--- config.mk ---
export PLATFORM = sky130hd
export DESIGN_NAME = bresenham_line_engine
export DESIGN_NICKNAME = d
export VERILOG_FILES = /design/src/rtl/line_pkg.sv /design/src/rtl/bresenham_line_engine.sv
export SDC_FILE = /design/constraint.sdc
export NUM_CORES = 1
export LEC_CHECK = 0
export CORE_MARGIN = 1.5
export CORE_UTILIZATION = 45
export CTS_CLUSTER_DIAMETER = 50
export DETAILED_ROUTE_END_ITERATION = 10
export PLACE_DENSITY = 0.61
export SETUP_SLACK_MARGIN = 0.05
export SLEW_MARGIN = 20
export SYNTH_ARGS = -nofsm -noshare
export SYNTH_HDL_FRONTEND = slang
export SYNTH_SLANG_ARGS = --single-unit
--- constraint.sdc ---
create_clock -name clk -period 4.4 [get_ports clk]
set_input_delay 0.66 -clock clk [delete_from_list [all_inputs] [get_ports clk]]
set_output_delay 0.66 -clock clk [all_outputs]
set_load 0.02 [all_outputs]
--- src/rtl/line_pkg.sv ---
// Shared widths, screen limits and state encoding for the line engine.
package line_pkg;

  localparam int unsigned X_W   = 8;
  localparam int unsigned Y_W   = 7;
  localparam int unsigned COL_W = 3;
  localparam int unsigned X_MAX = 159;
  localparam int unsigned Y_MAX = 119;
  localparam int unsigned ERR_W = 10;

  typedef enum logic [1:0] {
    ST_IDLE = 2'd0,
    ST_INIT = 2'd1,
    ST_DRAW = 2'd2,
    ST_FIN  = 2'd3
  } state_t;

endpackage

--- src/rtl/bresenham_line_engine.sv ---
// Bresenham line generator: emits one pixel per clock toward the VGA adapter write port.
module bresenham_line_engine
  import line_pkg::*;
(
  input  logic             clk,
  input  logic             reset,
  input  logic             start,
  input  logic [X_W-1:0]   x0,
  input  logic [Y_W-1:0]   y0,
  input  logic [X_W-1:0]   x1,
  input  logic [Y_W-1:0]   y1,
  input  logic [COL_W-1:0] col_in,
  output logic [X_W-1:0]   x,
  output logic [Y_W-1:0]   y,
  output logic [COL_W-1:0] colour,
  output logic             plot,
  output logic             busy,
  output logic             done
);

  state_t state;

  // Latched endpoints and the walking cursor
  logic [X_W-1:0] xs, xe, cx;
  logic [Y_W-1:0] ys, ye, cy;

  // Bresenham terms
  logic signed [ERR_W-1:0] dx, dy, err;
  logic                    sx_neg, sy_neg;

  logic signed [ERR_W-1:0] dx_raw, dy_raw, dx_abs, dy_abs;
  logic signed [ERR_W-1:0] e2, err_nx;
  logic                    step_x, step_y, at_end, on_screen;
  logic [X_W-1:0]          cx_nx;
  logic [Y_W-1:0]          cy_nx;

  // Setup arithmetic for INIT: signed deltas of zero-extended endpoints and their magnitudes
  always_comb begin
    dx_raw = $signed(ERR_W'(xe)) - $signed(ERR_W'(xs));
    dy_raw = $signed(ERR_W'(ye)) - $signed(ERR_W'(ys));
    dx_abs = dx_raw[ERR_W-1] ? -dx_raw : dx_raw;
    dy_abs = dy_raw[ERR_W-1] ? -dy_raw : dy_raw;
  end

  // Per-pixel step decision; x and y may both advance for a diagonal move
  always_comb begin
    e2     = err <<< 1;
    step_x = (e2 >= dy);
    step_y = (e2 <= dx);
    err_nx = err;
    cx_nx  = cx;
    cy_nx  = cy;
    if (step_x) begin
      err_nx = err_nx + dy;
      cx_nx  = sx_neg ? cx - X_W'(1) : cx + X_W'(1);
    end
    if (step_y) begin
      err_nx = err_nx + dx;
      cy_nx  = sy_neg ? cy - Y_W'(1) : cy + Y_W'(1);
    end
    at_end    = (cx == xe) && (cy == ye);
    on_screen = (cx <= X_W'(X_MAX)) && (cy <= Y_W'(Y_MAX));
  end

  // Control FSM with registered pixel, handshake and colour outputs
  always_ff @(posedge clk) begin
    if (reset) begin
      state  <= ST_IDLE;
      xs     <= '0;
      ys     <= '0;
      xe     <= '0;
      ye     <= '0;
      cx     <= '0;
      cy     <= '0;
      dx     <= '0;
      dy     <= '0;
      err    <= '0;
      sx_neg <= 1'b0;
      sy_neg <= 1'b0;
      x      <= '0;
      y      <= '0;
      colour <= '0;
      plot   <= 1'b0;
      busy   <= 1'b0;
      done   <= 1'b0;
    end else begin
      plot <= 1'b0;
      done <= 1'b0;
      case (state)
        ST_IDLE: begin
          if (start) begin
            xs     <= x0;
            ys     <= y0;
            xe     <= x1;
            ye     <= y1;
            colour <= col_in;
            state  <= ST_INIT;
          end
        end
        ST_INIT: begin
          dx     <= dx_abs;
          dy     <= -dy_abs;
          err    <= dx_abs - dy_abs;
          sx_neg <= !(xs < xe);
          sy_neg <= !(ys < ye);
          cx     <= xs;
          cy     <= ys;
          busy   <= 1'b1;
          state  <= ST_DRAW;
        end
        ST_DRAW: begin
          x    <= cx;
          y    <= cy;
          plot <= on_screen;
          if (at_end) begin
            state <= ST_FIN;
          end else begin
            err <= err_nx;
            cx  <= cx_nx;
            cy  <= cy_nx;
          end
        end
        ST_FIN: begin
          busy  <= 1'b0;
          done  <= 1'b1;
          state <= ST_IDLE;
        end
        default: state <= ST_IDLE;
      endcase
    end
  end

endmodule

; Yosys cells after proc, flatten, opt, wreduce, memory -nomap -nowiden
; Cells that the tools add are included.
; Widths: inputs -> output; s select.
[word_totals]
register_bits = 100
output_inout_bits = 21
wordCells = 79
[classes]
n_addsub = 12
magnitude_cmp = 6
n_eq_ne = 10
n_mux = 19
bitwise = 1
reduce_logical = 13
[op_table]
columns = operator, count
row1 = $mux 10, 5
row2 = $mux 8, 3
row3 = $mux 7, 3
row4 = $add 10x10->10, 2
row5 = $pmux 10 s2, 1
row6 = $pmux 8 s2, 1
row7 = $pmux 7 s2, 1
row8 = $ge 10x10->1, 1
row9 = $le 10x10->1, 1
row10 = $ne 2x2->1 const B, 5
row11 = $neg 10->10, 1
row12 = $neg 8->10, 1
row13 = $neg 9->10, 1
row14 = $sub 10x10->10, 1
row15 = $sub 8x8->9, 1
row16 = $add 8x1->8 const B, 1
row17 = $eq 8x8->1, 1
row18 = $le 8x8->1 const B, 1
row19 = $lt 8x8->1, 1
row20 = $pmux 2 s4, 1
row21 = $sub 7x7->8, 1
row22 = $sub 8x1->8 const B, 1
row23 = $add 7x1->7 const B, 1
row24 = $eq 7x7->1, 1
row25 = 16 further kinds, 24

; Longest topological paths before layout
; Gate-level depths: netlist of the first run.
[logic_depth]
word_depth = 6
depth_mapped = 19
ltp_nobuf = 19

; Worst setup path after synthesis of the first run
; No wires, ideal clock.
[synth_timing]
kind = reg2reg
from = reg xe[0]
to = reg err[6]
t_arrival_ns = 3.600
setup_slack_ns = 0.715
stages_incl_launch_ff = 19
path_buffers = 0
period_less_slack_ns = 3.685
cell_sequence = dfxtp_1 inv_1 ha_1 inv_1 fa_1 nand2_2 nand2b_1 a21oi_2 o221ai_1 mux2_2 fa_1 a21o_1 a21oi_1 nor2b_1 o21ai_0 nor2b_1 xnor2_1 mux2i_1 a211oi_1
[synth_between]
elab_chain_len = 5
word_cells_on_any_way = 9
[synth_rtl]
columns = element, line_no
row1 = start: declaration, bresenham_line_engine.sv:24  ; logic [X_W-1:0] xs, xe, cx;
row2 = start signal: assignment, bresenham_line_engine.sv:71  ; xe <= '0;
row3 = start signal: assignment, bresenham_line_engine.sv:94  ; xe <= x1;
row4 = $sub 8x8->9 *, bresenham_line_engine.sv:39  ; dx_raw = $signed(ERR_W'(xe)) - $signed(ERR_W'(xs));
row5 = $neg 9->10, bresenham_line_engine.sv:41  ; dx_abs = dx_raw[ERR_W-1] ? -dx_raw : dx_raw;
row6 = $mux 10 *, bresenham_line_engine.sv:41
row7 = net dx_abs[1], bresenham_line_engine.sv:31  ; logic signed [ERR_W-1:0] dx_raw, dy_raw, dx_abs, dy_abs;
row8 = $sub 10x10->10 *, bresenham_line_engine.sv:103  ; err <= dx_abs - dy_abs;
row9 = $pmux 10 s2 *, bresenham_line_engine.sv:89  ; case (state)
row10 = end signal: assignment, bresenham_line_engine.sv:103
row11 = end signal: assignment, bresenham_line_engine.sv:118  ; err <= err_nx;
row12 = end: declaration, bresenham_line_engine.sv:28  ; logic signed [ERR_W-1:0] dx, dy, err;
; The timed path passes the listed nets; every way through them passes the cells marked *.
; A chain may end at the register's enable or synchronous reset.

; Final worst setup path of the first run
; Ends and elaborated chain as after synthesis.

==> flow_summary.ini, run 1 <==
[floorplanning]
die_y_um = 132
die_x_um = 132
io_pins = 57
core_um2 = 16000
initial_core_util = 0.465
die_area_um2 = 17300
placementRows = 46

[sta]
worst_pin_slew_ns = 0.707
rsz0062_at_grt = yes
hold_violations = 0
drv_slew = 0
min_period_over_period = 0.919
skew_ns = 0.00644
slew_headroom = 0.529
layout_min_cycle_time_ns = 4.04
clock.fmax_mhz = 247
fin_tns_setup_ns = 0
setup_violations = 0
hold_slack_ns = 0.453

[cells_and_area]
mostFrequentLayoutCells = 99 x dfxtp_1, 94 x nor2_1, 93 x nand2_1
final_common_cell = dfxtp_1
finish.instance_area_um2 = 8570
drive_gt1_frac = 0.0723
antenna_cells = 0
areaGrowthSynthToFinish_pct = 15.2
nets = 1069
fin_util = 0.536

[yosys]
synth_seq_cells = 99
synth_edf_count = 0
synthArstFlopShare = 0
synth.avg_cell_area_um2 = 8.20
post_synth_num_cell_types = 82
synth_top_flop_cell = dfxtp_1
yosys_warnings = 0
ys_seq_area_frac = 0.266
synth_nets = 1026
syn-cell-area_um2 = 7440
synthCells = 907

[global_routing]
grt_pass1_wl_um = 31700
grt_max_degree = 63
antenna_found_initial = 0
grt_pass1_vias = 6014
grt_overflow = 0
grt.total_usage = 0.225

[min_path]
hp-class = reg -> reg

[place]
port_buffers = 56
gp_congestion = 0.841
dpl_cell_area_um2 = 8200
dp_hpwl_um = 14400

[worst_setup_path]
arrival_ns = 4.31
path_class = reg -> reg
worst_setup_path_end_kind = register
cp-start-kind = register
worst_ep_required_time_ns = 4.67
crit_fanout = 4

[flow_run]
cap_viol_max_count = 0

[route]
drt_wl_total_um = 18800
dr.pass1.iters = 5
vias = 6206
wl_per_cell_um = 16.1
avgViaCountPerCell = 5.30
drt_first_iter_violations = 324
drc = 0
antenna_left = 0

[clock_tree]
cts.sink_count = 99
cts_buffers = 9
clk_pin_slew_ns = 0.07
ctsHoldBuffers = 0
clockBufferDepth = 2
clock_latency_ns = 0.35
htree_levels = 3
cts_root_buf = clkbuf_16
tritoncts = yes

[status]
status = finished clean
flip-flops by register name (all words and copies together) (netlist names):
name    count
x           8
done        1
cx          8
dy         10
plot        1
xs          8
ye          7
y           7
sy_neg      1
dx         10
state       2
colour      3
xe          8
ys          7
sx_neg      1
busy        1
cy          7
err         9
routing by layer:
metal  global-route usage  up-vias  wire length (µm)
met5                    0        -                 0
met4               0.0630        0               291
met3               0.0239       19               513
met2                0.367      107              8600
met1                0.315     2829              9410
li1                     -     3251                 -
Yosys cell counts, types with 5 or more instances:
master     instances  area share
xor2_1            20       0.024
o21a_1             7      0.0071
o21ai_0           25       0.017
a21o_1            14       0.014
nor2_1            94       0.047
nor2b_1           16       0.013
a31oi_1            7      0.0059
nand2b_1           9      0.0076
a21oi_1           64       0.043
o211ai_1           5      0.0050
or3_1              9      0.0076
ha_1              76        0.13
o21ai_1            5      0.0034
nand2_1           93       0.047
mux2i_1           40       0.054
nor3_1            18       0.012
nand3b_1           5      0.0050
nand4_1           12       0.010
inv_1             72       0.036
o21bai_1           7      0.0071
mux2_2             6      0.0091
a211oi_1          27       0.027
fa_1               7       0.019
a2111oi_0          5      0.0059
dfxtp_1           99        0.27
xnor2_1           46       0.054
clkbuf_1          27       0.014
critical path, stage by stage, from the launching register on:
cell      delay, ns
dfxtp_1        0.33
inv_1          0.06
ha_1           0.15
inv_1          0.05
fa_1           0.47
nand2_2        0.13
nand2b_1       0.07
a21oi_2        0.17
o221ai_1       0.21
mux2_2         0.38
fa_1           0.48
a21o_1         0.18
a21oi_1        0.21
nor2b_1        0.07
o21ai_0        0.34
nor2b_1        0.23
xnor2_1        0.13
mux2i_1        0.08
a211oi_1       0.22
kinds of logic after synthesis:
family          count (synthesis)  synth area share
compound gates                209             0.196
xor+xnor                       69            0.0842
fa+ha+maj                      83             0.147
buf+inv                       112            0.0602
flops                          99             0.266
mux                            47            0.0647
simple gates                  288             0.182
stage by stage:
stage	setup WS, ns	cells
floorplan	0.715	907
global placement	0.408	1154
detailed placement	0.389	1154
CTS	0.319	1170
global route	0.0163	1171
finish	0.357	1171
final timing paths:
check	from	depth (start not counted)	endpoint	slack, ns
worst max register to register	xe[0]$_SDFFE_PP0P_	18	err[6]$_SDFFE_PP0P_	0.36
worst min-delay path	colour[2]$_SDFFE_PP0P_	2	colour[2]$_SDFFE_PP0P_	0.45
worst max-delay path	xe[0]$_SDFFE_PP0P_	18	err[6]$_SDFFE_PP0P_	0.36
worst min register to register	colour[2]$_SDFFE_PP0P_	2	colour[2]$_SDFFE_PP0P_	0.45
cell type report:
cell class              count  area [µm²]
flip-flops and latches     99        1980
well taps                 216         270
repair buffers             71         671
multi-input cells         696        5020
clock inverters             5         108
clock buffers              11         243
inverters                  73         274
fillers                  1596        7430
timing repair:
item | CTS | global route
resized for setup | 0 | 1
endpoints found under the setup margin | 0 | 2
buffers inserted | 0 | 1
Power of run 1 is not shown: default switching activity piles up to over one toggle a cycle in this logic, so the estimate is an artifact.
==> inputs of run 2 (changes only) <==
--- a/config.mk
+++ b/config.mk
@@ -10,7 +10,6 @@
 export CTS_CLUSTER_DIAMETER = 50
 export DETAILED_ROUTE_END_ITERATION = 10
 export PLACE_DENSITY = 0.61
-export SETUP_SLACK_MARGIN = 0.05
 export SLEW_MARGIN = 20
 export SYNTH_ARGS = -nofsm -noshare
 export SYNTH_HDL_FRONTEND = slang
==> run 2 against run 1 <==
Via count rose by 0.31%. Count of clock-buffer cells in the layout unchanged. Clock skew is essentially flat. Die area unchanged. Wire length increased by 0.13%. Hold slack is the same. Register-to-register slack hardly changed. Cell area hardly changed. Non-clock buffer count shrank 1. Critical endpoint unchanged. Setup slack worse by 0.0047 ns.
==> flow_summary.ini, run 2 (same netlist as run 1, synthesis figures left out) <==
[status]
status = finished clean

[sta]
skew_ns = 0.00599
layout_min_cycle_time_ns = 4.05
worst_pin_slew_ns = 0.702
hold_violations = 0
fin_tns_setup_ns = 0
slew_headroom = 0.532
min_period_over_period = 0.920
drv_slew = 0
rsz0062_at_grt = no
setup_violations = 0
clock.fmax_mhz = 247

[floorplanning]
io_pins = 57
core_um2 = 16000
die_x_um = 132
die_y_um = 132
initial_core_util = 0.465
placementRows = 46
die_area_um2 = 17300

[worst_setup_path]
critPathBufInv = 1
critPathTopFamily = compound AO/OA/AOI/OAI gates
reg2reg_from = xs[0]$_SDFFE_PP0P_
reg2reg_depth = 17
crit_slowest_cell = fa_1
rrSetupSlack_ns = 0.35
worst_setup_path_end_kind = register
r2r_end = err[6]$_SDFFE_PP0P_
crit_fanout = 4
worst_ep_required_time_ns = 4.67
path_cells = ha_1 > inv_1 > fa_1 > nand2_2 > nand2b_1 > a21oi_2 > o221ai_1 > mux2_2 > fa_1 > a21o_1 > a21oi_1 > nor2b_1 > o21ai_0 > nor2b_1 > xnor2_1 > mux2i_1 > a211oi_1
max_stage_delay_ns = 0.48
arrival_ns = 4.31
cp-start-kind = register
path_class = reg -> reg

[global_routing]
busiest_layer = met2
grt_pass1_wl_um = 31700
antenna_found_initial = 0
use_met3 = 0.0239
met2_usage = 0.367
grt.total_usage = 0.225
grt_overflow = 0
grt_max_degree = 63
use_met1 = 0.315
grt_pass1_vias = 6014

[clock_tree]
cts_setup_buffers = 0
tritoncts = yes
clk_pin_slew_ns = 0.07
cts_buffers = 9
cts.sink_count = 99
ctsHoldBuffers = 0
htree_levels = 3
cts_root_buf = clkbuf_16
clock_latency_ns = 0.35
clockBufferDepth = 2
post_cts_resized = 0

[place]
port_buffers = 56
gp_congestion = 0.841
dp_hpwl_um = 14400

[route]
antenna_left = 0
drc = 0
wl_per_cell_um = 16.1
drt_first_iter_violations = 330
drt_wl_total_um = 18800
vias = 6225
dr.pass1.iters = 5
avgViaCountPerCell = 5.32

[cells_and_area]
layout_top_registers = dx: 10 flops, dy: 10 flops, err: 9 flops
mostFrequentLayoutCells = 99 x dfxtp_1, 94 x nor2_1, 93 x nand2_1
ff_latch_area_um2 = 1980
multi_input_area_um2 = 5020
areaGrowthSynthToFinish_pct = 15.1
final_common_cell = dfxtp_1
nets = 1068
nFillCells = 1597
drive_gt1_frac = 0.0713
antenna_cells = 0

[flow_run]
cap_viol_max_count = 0

[min_path]
min_path_cells = 2
holdPathEnd = colour[2]$_SDFFE_PP0P_
worstHoldStart = colour[2]$_SDFFE_PP0P_
hp-class = reg -> reg
-- run 2: changes by cell type in the layout (fill, tap and decap cells not counted), sizes merged --
cell	delta
buf	-1
-- run 2: per-layer routing --
layer / wire, µm / vias up
li1: - / 3248
met1: 9390 / 2847
met2: 8610 / 111
met3: 548 / 19
met4: 291 / 0
met5: 0 / -
-- run 2: how the worst max path moves through the flow --
stage / startpoint / end / slack [ns] / cells after the start
CTS: xe[0]$_SDFFE_PP0P_ / err[6]$_SDFFE_PP0P_ / 0.32 / 18
finish: xs[0]$_SDFFE_PP0P_ / err[6]$_SDFFE_PP0P_ / 0.35 / 17
global placement: err[2]$_SDFFE_PP0P_ / err[7]$_SDFFE_PP0P_ / 0.41 / 16
floorplan: xe[0]$_SDFFE_PP0P_ / err[6]$_SDFFE_PP0P_ / 0.71 / 18
global route: err[2]$_SDFFE_PP0P_ / err[7]$_SDFFE_PP0P_ / 0.02 / 16
detailed placement: ye[0]$_SDFFE_PP0P_ / err[8]$_SDFFE_PP0P_ / 0.39 / 17
-- run 2: cell type report --
type,count,area share
Clock inverter,5,0.0126
Tap cell,216,0.0316
Timing Repair Buffer,70,0.0775
Multi-Input combinational cell,696,0.587
Inverter,73,0.0320
Sequential cell,99,0.231
Clock buffer,11,0.0284
-- run 2: worst reg2reg max path: stages (launching register included) --
cell and delay (ns):
dfxtp_1 0.36, ha_1 0.18, inv_1 0.05, fa_1 0.47
nand2_2 0.13, nand2b_1 0.07, a21oi_2 0.17, o221ai_1 0.21
mux2_2 0.38, fa_1 0.48, a21o_1 0.18, a21oi_1 0.21
nor2b_1 0.07, o21ai_0 0.34, nor2b_1 0.23, xnor2_1 0.13
mux2i_1 0.09, a211oi_1 0.22
-- run 2: through the flow --
step | worst slack (ns) | area [µm²] | instances | util | hold slack (ns)
after global routing | 0.0163 | 8560 | 1170 | 0.535 | 0.475
after detailed placement | 0.389 | 8200 | 1154 | 0.513 | 0.448
after global placement | 0.408 | 8200 | 1154 | 0.513 | 0.442
after floorplan | 0.715 | 7440 | 907 | - | 0.427
final | 0.352 | 8560 | 1170 | 0.535 | 0.453
after CTS | 0.319 | 8550 | 1170 | 0.535 | 0.457
Power of run 2 is left out for the same reason.
==> inputs of run 3 (changes only) <==
--- a/config.mk
+++ b/config.mk
@@ -5,7 +5,8 @@
 export SDC_FILE = /design/constraint.sdc
 export NUM_CORES = 1
 export LEC_CHECK = 0
-export CORE_MARGIN = 1.5
+export CAP_MARGIN = 0
+export CORE_MARGIN = 2
 export CORE_UTILIZATION = 45
 export CTS_CLUSTER_DIAMETER = 50
 export DETAILED_ROUTE_END_ITERATION = 10
==> run 3 against run 2 <==
Global-route usage shrank 0.72 points. Die area grew 1.5%. Flip-flop and latch count is the same. Critical endpoint is now err[8]$_SDFFE_PP0P_. Critical path depth is the same. Highest routed layer unchanged. Critical path type unchanged. Utilization shrank 1.3 points. Setup slack lost 0.065 ns. Cell count grew 0.34%. Sequential share of layout area grew 0.078 points.
==> flow_summary.ini, run 3 (same netlist as run 1, synthesis figures left out) <==
[route]
vias = 6179
avgViaCountPerCell = 5.26
dr.pass1.iters = 5
drt_first_iter_violations = 314
drc = 0
drt_wl_total_um = 18700
antenna_left = 0
wl_per_cell_um = 15.9

[global_routing]
grt_pass1_vias = 5949
grt.total_usage = 0.218
grt_overflow = 0
grt_pass1_wl_um = 30800
grt_max_degree = 65
antenna_found_initial = 0

[sta]
worst_pin_slew_ns = 0.936
min_period_over_period = 0.935
hold_violations = 0
drv_slew = 0
slew_headroom = 0.376
setup_violations = 0
layout_min_cycle_time_ns = 4.11
clock.fmax_mhz = 243
skew_ns = 0.00681
rsz0062_at_grt = no
hold_slack_ns = 0.452
fin_tns_setup_ns = 0

[worst_setup_path]
path_cells = inv_1 > ha_1 > inv_1 > fa_1 > a211oi_2 > nor2_1 > xnor2_2 > nand2_1 > a2111o_1 > o2111ai_2 > inv_1 > ha_1 > nor3_1 > a2111o_1 > or4_1 > a31oi_1 > a211o_1
worst_setup_path_end_kind = register
max_stage_delay_ns = 0.43
worst_ep_required_time_ns = 4.71
crit_fanout = 6
critPathBufInv = 3
arrival_ns = 4.42
critPathTopFamily = compound AO/OA/AOI/OAI gates
cp-start-kind = register
crit_slowest_cell = fa_1
path_class = reg -> reg
cpMostUsedCell = inv_1

[floorplanning]
die_area_um2 = 17600
placementRows = 47
die_x_um = 133
initial_core_util = 0.455
core_um2 = 16300
io_pins = 57
die_y_um = 133

[cells_and_area]
fin_util = 0.522
mostFrequentLayoutCells = 99 x dfxtp_1, 93 x nor2_1, 93 x nand2_1
drive_gt1_frac = 0.0734
antenna_cells = 0
layout_top_registers = dx: 10 flops, dy: 10 flops, err: 9 flops
areaGrowthSynthToFinish_pct = 14.7
finish.instance_area_um2 = 8530
nets = 1068
final_common_cell = dfxtp_1

[place]
port_buffers = 56
dpl_cell_area_um2 = 8210
gp_congestion = 0.868
dp_hpwl_um = 14300

[min_path]
hp-class = reg -> reg

[clock_tree]
cts_root_buf = clkbuf_16
clk_pin_slew_ns = 0.07
tritoncts = yes
cts_buffers = 9
clock_latency_ns = 0.36
htree_levels = 3
cts.sink_count = 99
ctsHoldBuffers = 0
clockBufferDepth = 2

[flow_run]
cap_viol_max_count = 0

[status]
status = finished clean
## run 3: metrics by stage
step / worst slack (ns) / std cells
floorplan: 0.715 / 907
global placement: 0.361 / 1158
detailed placement: 0.318 / 1158
CTS: 0.296 / 1174
global route: 0.00543 / 1174
finish: 0.287 / 1174
## run 3: per-layer routing
layer | up-vias | share of wire | GRT usage | wire (µm)
li1 | 3254 | - | - | -
met1 | 2796 | 0.49 | 0.301 | 9160
met2 | 111 | 0.46 | 0.360 | 8650
met3 | 18 | 0.033 | 0.0261 | 623
met4 | 0 | 0.014 | 0.0609 | 255
met5 | - | 0 | 0 | 0
## run 3: timing repair
action | CTS | global route
endpoints found under the setup margin | 0 | 3
gates resized for setup | 0 | 3
setup buffers | 0 | 0
## run 3: worst min-delay path: cells and delay by family, from the launching register on
family / cells / cell delay (ns)
buffers and inverters: 1 / 0.06
AND/OR/NAND/NOR: 1 / 0.05
flip-flops: 1 / 0.30
## run 3: area by class of cell
cell class | instances | area [µm²]
tap | 220 | 275
inverter | 73 | 274
timing repair buffer | 70 | 663
clock inverter | 4 | 56.3
clock buffer | 12 | 256
fill | 1617 | 7820
multi-input combinational | 696 | 5030
sequential | 99 | 1980
## run 3: final timing paths
path / startpoint / to / slack (ns) / cells after the start
worst max-delay path: ye[0]$_SDFFE_PP0P_ / err[8]$_SDFFE_PP0P_ / 0.29 / 17
worst min-delay path: dx[9]$_SDFFE_PP0P_ / dx[9]$_SDFFE_PP0P_ / 0.45 / 2
worst max register to register: ye[0]$_SDFFE_PP0P_ / err[8]$_SDFFE_PP0P_ / 0.29 / 17
worst min register to register: dx[9]$_SDFFE_PP0P_ / dx[9]$_SDFFE_PP0P_ / 0.45 / 2
Power of run 3 is left out for the same reason.
==> edit 1, RTL diff (settings of run 2) <==
Set the package constant `COL_W` to 6 (it was 3).
--- a/src/rtl/line_pkg.sv
+++ b/src/rtl/line_pkg.sv
@@ -3,7 +3,7 @@
 
   localparam int unsigned X_W   = 8;
   localparam int unsigned Y_W   = 7;
-  localparam int unsigned COL_W = 3;
+  localparam int unsigned COL_W = 6;
   localparam int unsigned X_MAX = 159;
   localparam int unsigned Y_MAX = 119;
   localparam int unsigned ERR_W = 10;
Interface: changed (resized col_in and colour); port bits go from 57 to 63. No check against the original RTL was run, so the function may have changed too.
==> edit 1 against run 2 <==
Final cell count rose by 0.68%; sequential share of layout area rose by 0.95 points; area after synthesis fell by 1.4%; sequential cell count rose by 3; cell area fell by 1.0%; worst setup slack got worse by 0.11 ns; routed wire length fell by 0.92%; first-iteration DRC count fell by 34%; critical endpoint is now err[8]$_SDFFE_PP0P_; largest cell class unchanged.
==> edit 1: results (changes against run 2) <==
post-synthesis sequential area ratio 27.8% (was 26.6%); Hold Fails Final Rpt 0 (unchanged); via count 6322 (was 6225); fraction of layout cells with a size suffix above 1 6.13% (was 7.13%); # placed instances 1162 (was 1154); Top Registers dx (10), dy (10), err (9) (unchanged); synth top area cells dfxtp_1 28%, ha_1 13%, a21oi_1 5.7%, nand2_1 5.2%, mux2i_1 4.8% (was dfxtp_1 27%, ha_1 13%, xnor2_1 5.4%, mux2i_1 5.4%, nor2_1 4.7%); vias in the first global route 6115 (was 6014); worst-margin pin slew 0.929 ns (was 0.702 ns); metal3 WL 591 um (was 548 um); multi-input combinational area share 57.4% (was 58.7%); synthesized cell area 7330 um2 (was 7440 um2); grt met2 use 38.7% (was 36.7%); Signal inverters 74 (was 73); syn_nets 1028 (was 1026); total global-route track usage 23.3% (was 22.5%); RD Place Congestion 0.849 (was 0.841); buffer share of cell area 8.71% (was 7.75%); Final nets 1079 (was 1068); comb_multi_in 692 (was 696); cell area after layout 8470 um2 (was 8560 um2); Reg area 2040 um2 (was 1980 um2); Post-Synth Adder-Cell Area 14.9% (was 14.7%); fillers 1570 (was 1597); Routed WL per cell 15.8 um (was 16.1 um); dpl cell area 8190 um2 (was 8200 um2); clock skew 0.0115 ns (was 0.00599 ns); Commonest cells post-synth 102 x dfxtp_1, 101 x nand2_1, 84 x a21oi_1 (was 99 x dfxtp_1, 94 x nor2_1, 93 x nand2_1); xor/xnor cell area share of the yosys netlist 8.31% (was 8.42%); GR Layer Usage met1 30.8% (was 31.5%); total wire length 18.7 mm (was 18.8 mm); DRT iter0 DRCs 218 (was 330); IO buf count 62 (was 56); HPWL after DPL 14.0 mm (was 14.4 mm); clk_buf instances 11 (unchanged); first-pass GRT wire length 30.8 mm (was 31.7 mm); DR pass1 iterations 4 (was 5); WL met1 8.94 mm (was 9.39 mm); post-synthesis mux area share 6.16% (was 6.47%); clock sinks 102 (was 99); status completed (unchanged); met3 usage 2.97% (was 2.39%); Synth Area in Compound Gates 18.8% (was 19.6%); Netlist cell types 71 (was 82); dpl ws 0.228 ns (was 0.389 ns)
## edit 1: timing repair
item | in CTS | in global routing
setup endpoints to repair | 0 | 1
gates resized for setup | 0 | 1
buffers inserted | 0 | 0
## edit 1: final timing paths
check,start,endpoint,slack [ns],cells past startpoint
worst max-delay path,ye[0]$_SDFFE_PP0P_,err[8]$_SDFFE_PP0P_,0.25,18
worst min register to register,xs[2]$_SDFFE_PP0P_,xs[2]$_SDFFE_PP0P_,0.45,2
worst max register to register,ye[0]$_SDFFE_PP0P_,err[8]$_SDFFE_PP0P_,0.25,18
worst min-delay path,xs[2]$_SDFFE_PP0P_,xs[2]$_SDFFE_PP0P_,0.45,2
## edit 1: power groups by stage
| stage | combinational [uW] | clock [uW] | sequential, uW |
|---|---|---|---|
| finish | 5320 | 779 | 1390 |
| global route | 5950 | 840 | 1420 |
| CTS | 5280 | 807 | 1390 |
| detailed placement | 5240 | 0 | 1410 |
| global placement | 5210 | 0 | 1410 |
| floorplan | 4110 | 0 | 1350 |
==> edit 2, RTL diff (config.mk and constraints of run 2) <==
Without the edit above. Register the output `y` once more, cleared by the reset; this adds one clock of latency there. The other outputs are not delayed to match.
--- a/src/rtl/bresenham_line_engine.sv
+++ b/src/rtl/bresenham_line_engine.sv
@@ -17,6 +17,8 @@
   output logic             busy,
   output logic             done
 );
+
+  logic [Y_W-1:0] y_s0;
 
   state_t state;
 
@@ -78,7 +80,7 @@
       sx_neg <= 1'b0;
       sy_neg <= 1'b0;
       x      <= '0;
-      y      <= '0;
+      y_s0   <= '0;
       colour <= '0;
       plot   <= 1'b0;
       busy   <= 1'b0;
@@ -110,7 +112,7 @@
         end
         ST_DRAW: begin
           x    <= cx;
-          y    <= cy;
+          y_s0 <= cy;
           plot <= on_screen;
           if (at_end) begin
             state <= ST_FIN;
@@ -130,5 +132,13 @@
     end
   end
 
+  always_ff @(posedge clk) begin
+    if (reset) begin
+      y <= '0;
+    end else begin
+      y <= y_s0;
+    end
+  end
+
 endmodule
 
Behaviour: not the same (Yosys sat finds a counterexample within 4 cycles, from zero or initial values and one cycle with reset high).
==> edit 2 against run 2 <==
Worst setup slack got worse by 0.0053 ns; sequential cell count rose by 7; area after synthesis fell by 2.8%; cell area fell by 3.0%; critical endpoint is now err[8]$_SDFFE_PP0P_; routed wire length fell by 7.0%; sequential share of layout area rose by 2.4 points; via count fell by 3.1%.
Power is not shown: default switching activity piles up to over one toggle a cycle in this logic, so the estimate is an artifact.
==> edit 2: results (changes against run 2) <==
status completed (unchanged); Commonest cells post-synth 106 x dfxtp_1, 102 x nand2_1, 77 x nor2_1 (was 99 x dfxtp_1, 94 x nor2_1, 93 x nand2_1); Post-Syn Area per Cell 8.16 um2 (was 8.20 um2); synth top area cells dfxtp_1 29%, ha_1 13%, xnor2_1 5.3%, nand2_1 5.3%, a21oi_1 5.1% (was dfxtp_1 27%, ha_1 13%, xnor2_1 5.4%, mux2i_1 5.4%, nor2_1 4.7%); Antenna Diode Count 0 (unchanged); Via-to-Cell Ratio 5.26 (was 5.32); IO buf count 56 (unchanged); Final nets 1045 (was 1068); CP max-delay cell fa_1 (unchanged); CTS clock-pin slew for the worst setup and hold paths 0.08 ns; H-tree depth 3 (unchanged); CP top delay family compound AO/OA/AOI/OAI gates (unchanged); Hold WC Path Type reg -> reg (unchanged); vias in the first global route 5726 (was 6014); post-synthesis sequential area ratio 29.3% (was 26.6%); # placed instances 1131 (was 1154); cts repair resizes 0 (unchanged); slowest stage delay, CP 0.50 ns (was 0.48 ns); root buffer cell clkbuf_16 (unchanged); Main synth FF type dfxtp_1 (unchanged); via count 6034 (was 6225); total global-route track usage 21.9% (was 22.5%); Post-CTS Setup Bufs 0 (unchanged); initial antenna violation count 0 (unchanged); fraction of layout cells with a size suffix above 1 5.05% (was 7.13%); asr flop ratio synth 0% (unchanged); HPWL after DPL 13.1 mm (was 14.4 mm); Netlist cell types 64 (was 82); Routed WL per cell 15.3 um (was 16.1 um); CP Max Fanout 9 (was 4); Worst EP arrival 4.29 ns (was 4.31 ns); DR pass1 iterations 4 (was 5); worst-margin pin slew 0.953 ns (was 0.702 ns); Clk Latency, worst-skew pair 0.37 ns (was 0.35 ns); fillers 1541 (was 1597); DRT iter0 DRCs 244 (was 330); clock skew 0.00935 ns (was 0.00599 ns); Longest Clk Path Bufs 2 (unchanged); CTS buffer count 9 (unchanged); largest net degree at the start of global routing 72 (was 63); first-pass GRT wire length 28.7 mm (was 31.7 mm); Yosys warning count 0 (unchanged); RD Place Congestion 0.904 (was 0.841); Top Registers dx (10), dy (10), err (9) (unchanged)
## edit 2: metrics by stage
stage	util (%)	setup WS, ns	instance area, um2
2_1_floorplan	-	0.730	7230
3_3_place_gp	50.6	0.474	7990
3_5_place_dp	50.6	0.339	7990
4_1_cts	52.7	0.330	8310
5_1_grt	52.7	0.0420	8310
6_report	52.7	0.347	8310
## edit 2: area by class of cell
class | instances | area [um2] | share of cell area (%)
Clock inverter | 7 | 96.3 | 1.16
Tap cell | 216 | 270 | 3.25
Clock buffer | 9 | 225 | 2.71
Multi-Input combinational cell | 679 | 4730 | 56.9
Sequential cell | 106 | 2120 | 25.5
Inverter | 66 | 248 | 2.98
Timing Repair Buffer | 64 | 618 | 7.44
## edit 2: kinds of logic (layout without fill, tap and decap cells)
family	after synthesis	in the layout	synth area share, %
muxes	41	41	5.81
adders and majority gates	83	83	15.1
DFF	106	106	29.3
AOI/OAI and AO/OA	194	194	17.5
buffers and inverters	102	146	5.34
xor gates and xnor gates	69	69	8.35
and+or+nand+nor	292	292	18.6
## edit 2: worst paths after layout
path	slack [ns]	cells after the start	start	to
max	0.35	17	xe[0]$_SDFFE_PP0P_	err[8]$_SDFFE_PP0P_
min	0.46	2	colour[0]$_SDFFE_PP0P_	colour[0]$_SDFFE_PP0P_
max reg2reg	0.35	17	xe[0]$_SDFFE_PP0P_	err[8]$_SDFFE_PP0P_
min reg2reg	0.46	2	colour[0]$_SDFFE_PP0P_	colour[0]$_SDFFE_PP0P_
## edit 2: metal layers
metal | track usage [%] | routed length (um) | part of all wire (%) | vias to the layer above
met5 | 0 | 0 | 0 | -
met4 | 6.27 | 346 | 2.0 | 0
met3 | 5.04 | 550 | 3.1 | 24
met2 | 35.2 | 7730 | 44 | 80
met1 | 29.3 | 8890 | 51 | 2755
li1 | - | - | - | 3175
